[config.mk]
export PLATFORM = sky130hd
export DESIGN_NAME = result_beat_drain_flat
export DESIGN_NICKNAME = d
export VERILOG_FILES = /design/src/rtl/result_beat_drain_if.sv /design/src/rtl/result_beat_drain.sv /design/src/flat_wrapper.sv
export SDC_FILE = /design/constraint.sdc
export NUM_CORES = 1
export LEC_CHECK = 0
export ABC_AREA = 0
export CORE_MARGIN = 4
export CORE_UTILIZATION = 49
export CTS_CLUSTER_SIZE = 16
export DETAILED_ROUTE_END_ITERATION = 8
export DONT_BUFFER_PORTS = 1
export SLEW_MARGIN = 5
export SYNTH_ARGS = -nofsm -noshare
export SYNTH_HDL_FRONTEND = slang
export SYNTH_SLANG_ARGS = --single-unit
[constraint.sdc]
create_clock -name clk -period 8.4 [get_ports clk]
set_input_delay 1.68 -clock clk [delete_from_list [all_inputs] [get_ports clk]]
set_output_delay 1.68 -clock clk [all_outputs]
set_load 0.1 [all_outputs]
[src/rtl/result_beat_drain_if.sv]
// result_beat_drain_if: packed output beat stream (valid/ready).
// master drives valid/data/keep/last; slave drives ready.
interface result_beat_drain_if #(
    parameter int W = 8,
    parameter int P = 4
);
    logic           valid;
    logic [P*W-1:0] data;
    logic [P-1:0]   keep;
    logic           last;
    logic           ready;

    modport master (
        output valid, data, keep, last,
        input  ready
    );

    modport slave (
        input  valid, data, keep, last,
        output ready
    );
endinterface

[src/rtl/result_beat_drain.sv]
// result_beat_drain: drains a C tile from row-banked BRAMs into P-lane beats.
// Ports: start/busy/done/err control, tile shape, per-bank BRAM read, out_if stream.
module result_beat_drain #(
    parameter int W  = 8,
    parameter int T  = 16,
    parameter int AW = 10,
    parameter int P  = 4,
    parameter int FD = 4
) (
    input  logic                clk,
    input  logic                rst,
    input  logic                start_i,
    output logic                busy_o,
    output logic                done_o,
    output logic                err_o,
    input  logic [15:0]         tile_rows_i,
    input  logic [15:0]         tile_cols_i,
    input  logic                bankset_sel_i,
    input  logic                col_major_i,
    output logic [T-1:0]        a_en_o,
    output logic [T*AW-1:0]     a_addr_o,
    input  logic [T*W-1:0]      a_dout_i,
    result_beat_drain_if.master out_if
);
    localparam int CW   = AW - 1;
    localparam int MAXC = 1 << CW;
    localparam int KW   = (P > 1) ? $clog2(P) : 1;
    localparam int FPW  = (FD > 1) ? $clog2(FD) : 1;
    localparam int FCW  = $clog2(FD + 1);
    localparam int BW   = (T > 1) ? $clog2(T) : 1;

    localparam logic [KW-1:0]  KLAST = KW'(P - 1);
    localparam logic [FPW-1:0] PLAST = FPW'(FD - 1);
    localparam logic [FCW:0]   FDV   = FD[FCW:0];

    typedef enum logic [1:0] {
        IDLE,
        ISSUE,
        DRAIN,
        DONE
    } state_t;

    state_t         state_q;
    logic [15:0]    rows_q;
    logic [15:0]    cols_q;
    logic [15:0]    r_q;
    logic [15:0]    c_q;
    logic           sel_q;
    logic           cm_q;
    logic [31:0]    total_q;
    logic [31:0]    pop_cnt_q;
    logic           rd_pend_q;
    logic [BW-1:0]  rd_bank_q;
    logic [W-1:0]   fifo_q [FD];
    logic [FPW-1:0] wp_q;
    logic [FPW-1:0] rp_q;
    logic [FCW-1:0] cnt_q;
    logic [KW-1:0]  k_q;
    logic [P*W-1:0] pk_q;
    logic           ov_q;
    logic [P*W-1:0] od_q;
    logic [P-1:0]   okeep_q;
    logic           olast_q;
    logic           done_q;
    logic           err_q;
    logic           hold_q;

    logic [FCW:0]   occ;
    logic           credit;
    logic           issue;
    logic           last_issue;
    logic           accept;
    logic           out_free;
    logic           push;
    logic           pop;
    logic           pk_last;
    logic           pk_close;
    logic [W-1:0]   head;
    logic [P*W-1:0] beat_d;
    logic [P-1:0]   keep_d;
    logic           bad_shape;
    logic           empty_shape;

    // Credit counts the read returning next cycle so the FIFO cannot overflow.
    assign occ        = {1'b0, cnt_q} + {{FCW{1'b0}}, rd_pend_q};
    assign credit     = occ < FDV;
    assign issue      = (state_q == ISSUE) && credit;
    assign last_issue = (r_q == rows_q - 16'd1)
                     && (c_q == cols_q - 16'd1);
    assign accept     = ov_q && out_if.ready;
    assign out_free   = !ov_q || out_if.ready;
    assign push       = rd_pend_q;
    assign head       = fifo_q[rp_q];
    assign pk_last    = (pop_cnt_q == total_q - 32'd1);
    assign pk_close   = (k_q == KLAST) || pk_last;
    // Only the pop that closes a beat needs room in the output register.
    assign pop        = (cnt_q != '0) && (!pk_close || out_free);

    assign bad_shape   = (tile_rows_i > 16'(T))
                      || ({1'b0, tile_cols_i} > 17'(MAXC));
    assign empty_shape = (tile_rows_i == 16'd0)
                      || (tile_cols_i == 16'd0);

    assign busy_o       = (state_q == ISSUE) || (state_q == DRAIN);
    assign done_o       = done_q;
    assign err_o        = err_q;
    assign out_if.valid = ov_q;
    assign out_if.data  = od_q;
    assign out_if.keep  = okeep_q;
    assign out_if.last  = olast_q;

    always_comb begin
        a_en_o   = '0;
        a_addr_o = '0;
        for (int b = 0; b < T; b++) begin
            if (issue && (r_q == 16'(b))) begin
                a_en_o[b]            = 1'b1;
                a_addr_o[b*AW +: AW] = {sel_q, c_q[CW-1:0]};
            end
        end
    end

    always_comb begin
        beat_d = pk_q;
        keep_d = '0;
        for (int i = 0; i < P; i++) begin
            if (k_q == KW'(i)) begin
                beat_d[i*W +: W] = head;
            end
            keep_d[i] = (KW'(i) <= k_q);
        end
    end

    always_ff @(posedge clk) begin
        if (push) begin
            fifo_q[wp_q] <= a_dout_i[rd_bank_q*W +: W];
        end
    end

    always_ff @(posedge clk or posedge rst) begin
        if (rst) begin
            state_q   <= IDLE;
            rows_q    <= '0;
            cols_q    <= '0;
            r_q       <= '0;
            c_q       <= '0;
            sel_q     <= 1'b0;
            cm_q      <= 1'b0;
            total_q   <= '0;
            pop_cnt_q <= '0;
            rd_pend_q <= 1'b0;
            rd_bank_q <= '0;
            wp_q      <= '0;
            rp_q      <= '0;
            cnt_q     <= '0;
            k_q       <= '0;
            pk_q      <= '0;
            ov_q      <= 1'b0;
            od_q      <= '0;
            okeep_q   <= '0;
            olast_q   <= 1'b0;
            done_q    <= 1'b0;
            err_q     <= 1'b0;
            hold_q    <= 1'b0;
        end else begin
            done_q    <= 1'b0;
            err_q     <= 1'b0;
            rd_pend_q <= issue;
            rd_bank_q <= r_q[BW-1:0];
            cnt_q     <= cnt_q + FCW'(push) - FCW'(pop);
            if (push) begin
                wp_q <= (wp_q == PLAST) ? '0 : wp_q + 1'b1;
            end
            if (pop) begin
                rp_q <= (rp_q == PLAST) ? '0 : rp_q + 1'b1;
            end
            if (accept) begin
                ov_q <= 1'b0;
            end
            if (pop) begin
                pop_cnt_q <= pop_cnt_q + 32'd1;
                if (pk_close) begin
                    ov_q    <= 1'b1;
                    od_q    <= beat_d;
                    okeep_q <= keep_d;
                    olast_q <= pk_last;
                    k_q     <= '0;
                    pk_q    <= '0;
                end else begin
                    pk_q <= beat_d;
                    k_q  <= k_q + 1'b1;
                end
            end
            unique case (state_q)
                IDLE: begin
                    if (start_i) begin
                        rows_q    <= tile_rows_i;
                        cols_q    <= tile_cols_i;
                        sel_q     <= bankset_sel_i;
                        cm_q      <= col_major_i;
                        total_q   <= 32'(tile_rows_i) * 32'(tile_cols_i);
                        pop_cnt_q <= '0;
                        r_q       <= '0;
                        c_q       <= '0;
                        k_q       <= '0;
                        pk_q      <= '0;
                        if (bad_shape) begin
                            err_q <= 1'b1;
                        end else if (empty_shape) begin
                            // Empty tile waits one cycle in DONE before done.
                            state_q <= DONE;
                            hold_q  <= 1'b1;
                        end else begin
                            state_q <= ISSUE;
                        end
                    end
                end
                ISSUE: begin
                    if (issue) begin
                        if (last_issue) begin
                            state_q <= DRAIN;
                        end else if (cm_q) begin
                            if (r_q == rows_q - 16'd1) begin
                                r_q <= '0;
                                c_q <= c_q + 16'd1;
                            end else begin
                                r_q <= r_q + 16'd1;
                            end
                        end else begin
                            if (c_q == cols_q - 16'd1) begin
                                c_q <= '0;
                                r_q <= r_q + 16'd1;
                            end else begin
                                c_q <= c_q + 16'd1;
                            end
                        end
                    end
                end
                DRAIN: begin
                    if (accept && olast_q) begin
                        state_q <= DONE;
                        done_q  <= 1'b1;
                    end
                end
                DONE: begin
                    if (hold_q) begin
                        hold_q <= 1'b0;
                        done_q <= 1'b1;
                    end else begin
                        state_q <= IDLE;
                    end
                end
            endcase
        end
    end
endmodule

[src/flat_wrapper.sv]
// flat-port wrapper written by rule: the top's interface ports become plain ports
module result_beat_drain_flat 
#(
    parameter int W  = 8,
    parameter int T  = 16,
    parameter int AW = 10,
    parameter int P  = 4,
    parameter int FD = 4
)
  (clk, rst, start_i, busy_o, done_o, err_o, tile_rows_i, tile_cols_i, bankset_sel_i, col_major_i, a_en_o, a_addr_o, a_dout_i, out_if_valid, out_if_data, out_if_keep, out_if_last, out_if_ready);
  result_beat_drain_if #(.W(W), .P(P)) out_if_i ();
  input  logic clk;
  input  logic rst;
  input  logic start_i;
  output logic busy_o;
  output logic done_o;
  output logic err_o;
  input  logic [15:0] tile_rows_i;
  input  logic [15:0] tile_cols_i;
  input  logic bankset_sel_i;
  input  logic col_major_i;
  output logic [T-1:0] a_en_o;
  output logic [T*AW-1:0] a_addr_o;
  input  logic [T*W-1:0] a_dout_i;
  output wire logic [$bits(out_if_i.valid)-1:0] out_if_valid;
  output wire logic [$bits(out_if_i.data)-1:0] out_if_data;
  output wire logic [$bits(out_if_i.keep)-1:0] out_if_keep;
  output wire logic [$bits(out_if_i.last)-1:0] out_if_last;
  input wire logic [$bits(out_if_i.ready)-1:0] out_if_ready;
  assign out_if_valid = out_if_i.valid;
  assign out_if_data = out_if_i.data;
  assign out_if_keep = out_if_i.keep;
  assign out_if_last = out_if_i.last;
  assign out_if_i.ready = out_if_ready;
  result_beat_drain #(.W(W), .T(T), .AW(AW), .P(P), .FD(FD)) u_core (.clk(clk), .rst(rst), .start_i(start_i), .busy_o(busy_o), .done_o(done_o), .err_o(err_o), .tile_rows_i(tile_rows_i), .tile_cols_i(tile_cols_i), .bankset_sel_i(bankset_sel_i), .col_major_i(col_major_i), .a_en_o(a_en_o), .a_addr_o(a_addr_o), .a_dout_i(a_dout_i), .out_if(out_if_i));
endmodule
# After elaboration in Yosys (flattened, before gate mapping)
# Memories as Yosys holds them, arrays and structs flattened.
# Index checks and enable logic that the tools add are counted.
# word_totals
ram_bits	32
elab_cells	209
mem_count	1
register_bits	219
# mem_list
name	words	width	read_ports	rd_clocked_by_memory_dff	wr	line	text
u_core.fifo_q	4	8	1	0	1	result_beat_drain.sv:54	logic [W-1:0] fifo_q [FD];
# op_classes
eq_ne	36
shift	1
reduce_logical	43
addsub	12
mul	1
muxes	85
magnitude_cmp	7
# op_table
cell	n
2-to-1 mux 32 bit	7
2-to-1 mux 16 bit	11
2-to-1 mux 10 bit	16
equality test 16 x 4 -> 1 bit (second input constant)	8
variable part select 128 x 8 -> 8 bit	1
equality test 16 x 3 -> 1 bit (second input constant)	4
case mux 16 bit (2 select lines)	2
logical NOT 16 bit	3
adder 16 x 1 -> 16 bit (second input constant)	2
adder 32 x 1 -> 32 bit (second input constant)	1
equality test 16 bit	2
equality test 16 x 2 -> 1 bit (second input constant)	2
equality test 32 bit	1
multiplier 16 x 16 -> 32 bit	1
2-to-1 mux 8 bit	4
subtractor 16 x 1 -> 16 bit (second input constant)	2
subtractor 32 x 1 -> 32 bit (second input constant)	1
2-to-1 mux 1 bit	29
2-to-1 mux 2 bit	13
logical AND 1 bit	21
equality test 16 x 1 -> 1 bit (second input constant)	1
> comparator 16 x 10 -> 1 bit (second input constant)	1
> comparator 16 x 5 -> 1 bit (second input constant)	1
equality test 2 bit (second input constant)	6
other kinds (23)	45

# Logic depth before layout (Yosys ltp)
# logic_depth
word_depth	9
ltp_mapped	26
ltp_nobuf	23

# Least setup slack after synthesis
# OpenSTA, ideal clock, no wires.
# synth_timing
kind	in2reg
start	input tile_cols_i[1]
end	register u_core.total_q[30]
arrival_ns	7.706
path_slack_ns	0.559
required_time_ns	8.265
stages	23
path_buffers	2
path_cell_list	clkbuf_1 clkbuf_1 nand2_1 fa_1 fa_1 fa_1 fa_1 inv_1 fa_1 inv_1 fa_1 inv_1 ha_1 a211oi_1 o211ai_1 a32o_1 o31a_1 a21o_1 o31ai_1 o21ai_0 o41ai_1 xor2_1 o21ai_0
# synth_between
elab_chain_cells	1
# synth_lines
item	line	text
from (decl)	flat_wrapper.sv:19	input logic [15:0] tile_cols_i;
multiplier 16 x 16 -> 32 bit	result_beat_drain.sv:201	total_q <= 32'(tile_rows_i) * 32'(tile_cols_i);
to (signal assigned)	result_beat_drain.sv:201	
to (decl)	result_beat_drain.sv:50	logic [31:0] total_q;
# Every way passes these cells.
# A chain may end at the register's enable or synchronous reset.

# Final worst setup path
# layout_timing
start	input tile_cols_i[4]
end	register u_core.total_q[30]
# The elaborated chain is that of the path after synthesis.

==> metrics <==
syn avg cell area 9.117 um^2; Initial Util 49.70%; critical path peak fanout 18; Max Slew Vio Count 0; setup TNS 0 ns; CTS Sinks 251; Yosys reg bits 251; drt via density 5.833; post-synthesis sequential area ratio 27.09%; GP Congestion 0.9695; status finished, final reports clean; placed cell area 25190 um^2; initial DRC count 1532; Final Hold Fails 0; most frequent CP cell fa_1; H-tree depth 1; Slew Limit Headroom 10.12%; Post-DP HPWL 52520 um; synth warn 0; Async SR Flop Fraction around 87%; core area 47850 um^2; post-route ant nets 0; Synth area leader dfrtp_1; fin crit period between 7 and 8 ns; Pre-Repair DR Iteration Count 5; Nets roughly 3k; Reg-to-Reg End u_core.cnt_q[2]; EDFF count, synth 32; first-pass GRT wire length 108700 um; RSZ-0062 raised after global routing no; clk buf depth 3; final instance area ~26000 um^2; Crit path buffers/inverters 4; Worst EP required about 9 ns; Max-cap violations 0; # setup viols final 0; R2R cell count 14; CP Class in2reg; fin crit share 85.78%; Worst path slowest cell fa_1; post_cts resized 0; Mapped Area 23780 um^2; synth top area cells dfrtp_1, fa_1, and2_1; Hold Path Cell Cnt 1; most frequent cells after synthesis nand2_1, inv_1, and2_1, dfrtp_1, fa_1; routed len/inst approximately 21 um; IO buf count 0; FF-to-FF Start u_core.total_q[0]; worst vdd ir 0.0003115 V; GRT Total Usage between 20% and 30%; full die area 52110 um^2; CTS tree yes; crit-path leading delay family adder cells; Post-CTS Setup Repair Bufs 0; DR vias 18.60k; Setup Skew 0.03872 ns; ordered cell list for the critical path and2_1 > fa_1 > inv_1 > fa_1 > fa_1 > fa_1 > inv_1 > fa_1 > inv_1 > fa_1 > inv_1 > ha_1 > a211oi_1 > o211ai_1 > a32o_1 > o31a_1 > a21o_1 > o31ai_1 > o21ai_0 > o41ai_1 > xor2_1 > o21ai_0; residual DRC count 0; Root Buffer clkbuf_16; Syn Nets 3098; Num CTS Buffers 28; Worst Max-Slew Pin Slew 1.348 ns; Worst-path clk slew roughly 0.06 ns; largest net degree at the start of global routing 151; Synth cell types 83; Ports 383; vias in the first global route 18.76k; Top FF cell, synth dfrtp_1; WL final 67880 um; Arr. time, crit path between 7 and 8 ns; most common cell in the netlist nand2_1; pwr dens about 390 nW/um^2; Setup crit end kind register; HP Class reg2reg; hold_buf cts 0; grt total ovfl 0; Leakage 0.01158 uW; ratio of cells with drive above 1 in the final layout slightly below 9%; Rows 80; Hold Crit Start u_core.pk_q[7]; Worst Hold Endpoint u_core.pk_q[7]; worst skew pair latency just under 0.6 ns; antenna violations before repair 8; cells after synthesis 2608; Yosys top cell area share 23.05%; Die Width 228.3 um; R2R Setup Slk roughly 3.7 ns; startpoint type of the worst setup path primary input; Die Ht 228.3 um; Area Overhead vs Synth 10.08%; Peak Freq 0.1388 GHz; CP max stage delay 0.55 ns
-- worst max path at each step --
stage	cells past startpoint	slack [ns]	start	to
global route	22	0.94	tile_cols_i[4]	u_core.total_q[30]
detailed placement	22	0.60	tile_cols_i[4]	u_core.total_q[30]
global placement	22	0.72	tile_cols_i[4]	u_core.total_q[30]
CTS	22	1.22	tile_cols_i[4]	u_core.total_q[30]
finish	22	1.19	tile_cols_i[4]	u_core.total_q[30]
floorplan	23	0.56	tile_cols_i[1]	u_core.total_q[30]
-- worst register-to-register path, delay by kind of cell (launching register included) --
family	cells	cell delay (ns)
AO/OA/AOI/OAI	5	1.38
flip-flops	1	0.46
adder cells (fa/ha/maj)	3	0.92
buffers and inverters	1	0.04
AND/OR/NAND/NOR	4	1.63
XOR/XNOR	1	0.14
-- state kept, by name, summed over array words and instances (netlist names), 16 cells and up --
signal	count
u_core.c_q	16
u_core.pop_cnt_q	32
u_core.fifo_q	32
u_core.total_q	32
u_core.out_if.data	32
u_core.cols_q	16
u_core.r_q	16
u_core.pk_q	32
u_core.rows_q	16
-- cell usage in the layout, fill, tap and decap left out, drive strengths merged, types with 6 or more instances in the layout --
cell / instances
mux2i: 35
nor2b: 12
o211ai: 14
a31oi: 11
a21oi: 102
fa: 195
or3: 27
mux2: 6
buf: 32
nor4: 26
nor3: 61
nand2b: 15
inv: 288
nand2: 345
o2bb2ai: 24
o31ai: 24
o21ai: 128
ha: 129
dfrtp: 219
mux4: 48
and3: 44
o22ai: 9
xnor2: 63
nand3: 45
nor2: 113
clkbuf: 72
and2: 264
or4: 14
a21o: 14
a211oi: 10
o41ai: 6
nand4: 21
edfxtp: 32
xor2: 50
-- cell families after synthesis --
logic type | count (synthesis) | synth area share [%]
simple gates | 1015 | 22.11
buf+inv | 433 | 6.925
compound gates | 383 | 10.20
fa+ha+maj | 324 | 23.21
flops | 251 | 27.09
xor+xnor | 113 | 4.162
mux | 89 | 6.304
-- metal layers --
metal / share of wire, % / up-vias / GRT usage (%)
met5: 0.091 / - / 0
met4: 1.7 / 10 / 4.497
met3: 9.2 / 93 / 7.822
met2: 44 / 641 / 38.85
met1: 45 / 9265 / 37.09
li1: - / 8588 / -
-- through the flow --
step	worst slack, ns	hold WS, ns	util, %	total power (uW)	std cells
final	1.194	0.4883	54.71	10240	3188
after global routing	0.9439	0.4958	54.70	11250	3187
after CTS	1.220	0.4919	54.70	10260	3187
after detailed placement	0.6011	0.4736	52.65	8935	3135
after global placement	0.7165	0.4699	52.65	8799	3135
after floorplan	0.5590	0.3519	-	7474	2608
-- power breakdown --
group	leakage (uW)	total [uW]	switching [uW]	internal, uW
combinational	0.00800	6150	3590	2560
clock	0.000481	1270	497	770
sequential	0.00310	2820	1200	1620
total	0.0116	10200	5280	4950
-- final cells by class --
class / instances / area, um^2
Clock inverter: 2 / 60.06
Sequential cell: 251 / 6442
Tap cell: 615 / 769.5
Clock buffer: 50 / 923.4
Multi-Input combinational cell: 1924 / 15890
Fill cell: 4287 / 21670
Inverter: 291 / 1100
Timing Repair Buffer: 54 / 991.0
Antenna cell: 1 / 2.502
No activity file was read; power rests on OpenSTA's default activity.
